===== src/rtl/pwm_fade_ctrl.sv =====
// PWM duty-cycle sequencer: free-running period counter, registered pulse, and a
// valid/ready-fed ramp toward a target duty. Define PWM_FADE_RETARGET_EN to accept retargets mid-ramp.
module pwm_fade_ctrl #(
  parameter int PERIOD = 100,
  parameter int DUTY_W = 8,
  parameter int STEP   = 1,
  parameter int DWELL  = 4
) (
  input  logic              i_clk,
  input  logic              i_rst_n,
  input  logic [DUTY_W-1:0] i_target,
  input  logic              i_valid,
  output logic              o_ready,
  output logic [DUTY_W-1:0] o_duty,
  output logic              o_pulse,
  output logic              o_period_start,
  output logic              o_busy,
  output logic              o_done
);

  localparam int CNT_W = $clog2(PERIOD);
  localparam int DW_W  = (DWELL > 1) ? $clog2(DWELL) : 1;
  localparam logic [CNT_W-1:0]  CNT_LAST = CNT_W'(PERIOD - 1);
  localparam logic [DW_W-1:0]   DW_LAST  = DW_W'(DWELL - 1);
  localparam logic [DUTY_W:0]   STEP_X   = (DUTY_W + 1)'(STEP);
  localparam logic [DUTY_W-1:0] STEP_N   = DUTY_W'(STEP);
  localparam logic [DUTY_W-1:0] DUTY_MAX = DUTY_W'(PERIOD);

  typedef enum logic [1:0] {IDLE, UP, DOWN} state_t;

  state_t            state, state_d;
  logic [CNT_W-1:0]  cnt;
  logic [DW_W-1:0]   dwell, dwell_d;
  logic [DUTY_W-1:0] tgt, tgt_d, duty_d, req, cnt_x;
  logic [DUTY_W:0]   up_sum, dn_floor;
  logic              done_d, accept, boundary;

  assign req      = (i_target > DUTY_MAX) ? DUTY_MAX : i_target;
`ifdef PWM_FADE_RETARGET_EN
  assign o_ready  = 1'b1;
`else
  assign o_ready  = (state == IDLE);
`endif
  assign accept   = i_valid && o_ready;
  assign boundary = (cnt == CNT_LAST);
  assign o_busy   = (state != IDLE);
  assign cnt_x    = DUTY_W'(cnt);
  // One extra bit so up-steps never wrap and the down-step floor test never underflows.
  assign up_sum   = {1'b0, o_duty} + STEP_X;
  assign dn_floor = {1'b0, tgt} + STEP_X;

  always_comb begin
    state_d = state;
    tgt_d   = tgt;
    dwell_d = dwell;
    duty_d  = o_duty;
    done_d  = 1'b0;
    if (accept) begin
      // A new request (or a retarget) restarts the dwell and picks direction from the live duty.
      tgt_d   = req;
      dwell_d = '0;
      if (req > o_duty)      state_d = UP;
      else if (req < o_duty) state_d = DOWN;
      else begin
        state_d = IDLE;
        done_d  = 1'b1;
      end
    end else if (state != IDLE && boundary) begin
      if (dwell == DW_LAST) begin
        dwell_d = '0;
        if (state == UP) duty_d = (up_sum > {1'b0, tgt}) ? tgt : up_sum[DUTY_W-1:0];
        else             duty_d = ({1'b0, o_duty} < dn_floor) ? tgt : o_duty - STEP_N;
        if (duty_d == tgt) begin
          state_d = IDLE;
          done_d  = 1'b1;
        end
      end else begin
        dwell_d = dwell + 1'b1;
      end
    end
  end

  always_ff @(posedge i_clk or negedge i_rst_n) begin
    if (!i_rst_n) begin
      state          <= IDLE;
      cnt            <= '0;
      dwell          <= '0;
      tgt            <= '0;
      o_duty         <= '0;
      o_pulse        <= 1'b0;
      o_period_start <= 1'b0;
      o_done         <= 1'b0;
    end else begin
      state          <= state_d;
      cnt            <= boundary ? '0 : cnt + 1'b1;
      dwell          <= dwell_d;
      tgt            <= tgt_d;
      o_duty         <= duty_d;
      o_pulse        <= (cnt_x < o_duty);
      o_period_start <= (cnt == '0);
      o_done         <= done_d;
    end
  end

endmodule


===== config.mk =====
export PLATFORM = sky130hd
export DESIGN_NAME = pwm_fade_ctrl
export DESIGN_NICKNAME = d
export VERILOG_FILES = /design/src/rtl/pwm_fade_ctrl.sv
export SDC_FILE = /design/constraint.sdc
export NUM_CORES = 1
export LEC_CHECK = 0
export ABC_AREA = 1
export CORE_ASPECT_RATIO = 0.6
export CORE_MARGIN = 2
export CORE_UTILIZATION = 39
export CTS_CLUSTER_DIAMETER = 100
export DETAILED_ROUTE_END_ITERATION = 10
export GPL_ROUTABILITY_DRIVEN = 1
export HOLD_SLACK_MARGIN = 0.08
export PLACE_DENSITY_LB_ADDON = 0.2
export SYNTH_ARGS = -nofsm -noshare
export SYNTH_HDL_FRONTEND = slang
export SYNTH_SLANG_ARGS = --single-unit

===== constraint.sdc =====
create_clock -name i_clk -period 3.91 [get_ports i_clk]
set_input_delay 0.5865 -clock i_clk [delete_from_list [all_inputs] [get_ports i_clk]]
set_output_delay 0.5865 -clock i_clk [all_outputs]
set_load 0.01 [all_outputs]

==> flow_summary.ini <==
[clock_network]
cts_hold_buf = 0
cts_max_level = 2
cts_root_buf = clkbuf_16
cts_tree = built
cts_buffer_depth = 2
clk_pin_slew_ns = 0.06
cts_inserted_buffers = 5
worstSkewPairLatency_ns = 0.28
cts_sinks = 30
cts_resized = 0
post-cts-setup-buffers = 0

[die]
fp.dieArea_um2 = 8220
coreArea_um2 = 7270
start_util_pct = 40.2
die_w_um = 116
num_io_pins = 24
fp-row-count = 24
dieHeight_um = 71.0

[placed_design]
place_congestion = 0.945
place_ws_ns = 0.584
dp_hpwl_um = 6500
portBuffers = 23

[final_layout]
area_growth_pct = 16.6
diodes = 0
layout.nets = 492
drive_gt1_share_pct = 7.40

[critical_path]
path_cells = inv_1 > nor3_1 > nand3_1 > nor3_1 > xor2_1 > ha_1 > a21oi_1 > nand2_1 > nand2_2 > nand2_8 > nand2_1 > nand3_1 > nand3_1 > nand2_1 > nor2_2 > nand3_2 > o21bai_1 > nand2_1
crit_type = reg2reg
start_kind = flop
end_kind = flop
cp.buffers_inverters = 1
cp_slowest_cell = dfrtp_1
worstPathMaxFanout = 10
worstPathArrival_ns = 3.55
cp_top_family = simple AND/OR/NAND/NOR gates
cpMostUsedCell = nand2_1
crit_required_ns = 4.08
max_stage_delay_ns = 0.44

[yosys]
synth.cell_area_um2 = 2920
synth_edf_count = 0
synthCells = 418
async_reset_ff_share_pct = 100
ys_ff_latch = 30
synth_warnings = 0
syn_nets = 465
ys_types = 37
synth.area.top_cells = dfrtp_1 26%, ha_1 15%, nand2_1 14%
yosysTopAreaCellShare_pct = 25.7
synth_area_per_cell_um2 = 6.99
ys_seq_area_share_pct = 25.7
synth_top_cell_by_area = dfrtp_1
synth_flop_cell = dfrtp_1

[timing]
hold_violations = 0
rsz0062_at_grt = no
period_share_pct = 86.7
fmax_mhz = 295
skew_ns = 0.00272
setup_violations = 0
slew_violations = 0
period_needed_ns = 3.39
setup_tns_ns = 0
worst_slack_ns = 0.521

[detailed_routing]
viasPerCell = 5.08
route.detailed.wl_per_inst_um = 14.8
drc = 0
wl_um = 8140
drt_iter0_drc = 270
drt_first_pass_iters = 5
num_vias = 2794
antenna_left = 0

[grt]
grt_pass1_wl_um = 13200
grt_pass1_vias = 2427
grt_start_max_net_pins = 31
antenna_found_initial = 0
grt_overflow = 0
track_usage_pct = 21.0

[power]
p_leak_nw = 1.74
power.density_nw_per_um2 = 215
peakVddDrop_mv = 0.181

[flow_run]
drv_cap = 0

[status]
outcome = finished clean

[min_path]
min_path_type = reg2reg
-- Yosys cell counts, types with 4 or more instances --
cell type / number
nor2_1: 32
a21oi_1: 10
nand2_2: 4
ha_1: 36
dfrtp_1: 30
o21ai_0: 20
inv_1: 57
xor2_1: 14
nand2_1: 106
nor3_1: 4
nand3_1: 59
-- registers in the layout (all words and copies together), names as in the netlist --
name and flops:
o_pulse 1, o_done 1, tgt 8, state 2, cnt 7, dwell 2
o_period_start 1, o_duty 8
-- layout by cell type, fill, tap and decap left out, drive strengths merged, types with 2 or more instances in the layout --
cell type	synthesis	final
nand2	114	114
nand3	62	62
inv	59	59
nor2	37	37
ha	36	36
dfrtp	30	30
clkdlybuf4s50	0	23
o21ai	22	22
xor2	14	14
a21oi	10	10
nor3	6	6
clkbuf	2	5
clkinv	3	5
or2	3	3
xnor2	3	3
nand4	3	3
o211ai	2	2
o21bai	2	2
buf	3	2
-- cells by family (layout without fill, tap and decap cells) --
family                   after synthesis  after routing  share of synthesized area (%)
flip-flops                            30             30                           25.7
buffers and inverters                 67             95                           9.21
adder cells (fa/ha/maj)               36             36                           15.4
XOR/XNOR                              17             17                           5.10
other                                  1              1                          0.128
AND/OR/NAND/NOR                      226            226                           36.7
AO/OA/AOI/OAI                         41             41                           7.76
-- path summary, 6_finish.rpt --
kind / from / endpoint / slack, ns / depth (start not counted)
setup / recovery: tgt[0] / state[0] / 0.52 / 18
hold / removal: cnt[0] / cnt[0] / 0.50 / 1
setup reg to reg: tgt[0] / state[0] / 0.52 / 18
hold reg to reg: cnt[0] / cnt[0] / 0.50 / 1
max in group asynchronous: i_rst_n / tgt[1] / 2.91 / 2
min in group asynchronous: i_rst_n / tgt[7] / 0.70 / 2
-- layout make-up --
| class | count | area [um2] |
|---|---|---|
| Sequential cell | 30 | 751 |
| Clock inverter | 3 | 21.3 |
| Fill cell | 751 | 3860 |
| Clock buffer | 5 | 125 |
| Multi-Input combinational cell | 321 | 1900 |
| Inverter | 62 | 233 |
| Tap cell | 104 | 130 |
| Timing Repair Buffer | 25 | 245 |
-- stage by stage --
stage                     instance area (um2)  utilization, %  instances  power [W]  hold WS (ns)
after floorplan                          2920               -        418   0.000330         0.291
after global placement                   3260            44.9        542   0.000351         0.489
after detailed placement                 3260            44.9        542   0.000352         0.490
after CTS                                3410            46.9        550   0.000739         0.503
after global routing                     3410            46.9        550   0.000762         0.523
final                                    3410            46.9        550   0.000733         0.496
-- layer usage --
metal  global-route usage [%]  share of wire (%)  vias up
li1                         -                  -     1407
met1                     36.0                 55     1270
met2                     25.7                 36      113
met3                     4.88                8.4        4
met4                     3.44               0.43        0
met5                        0                  0        -
-- where the power goes --
part	internal, W	total (W)	switching (W)	leakage (nW)
clock network	0.000235	0.000387	0.000152	0.0698
logic	0.0000163	0.0000356	0.0000193	1.32
registers	0.000311	0.000311	0	0.353
Note: power is estimated with default switching activity, not from simulation.
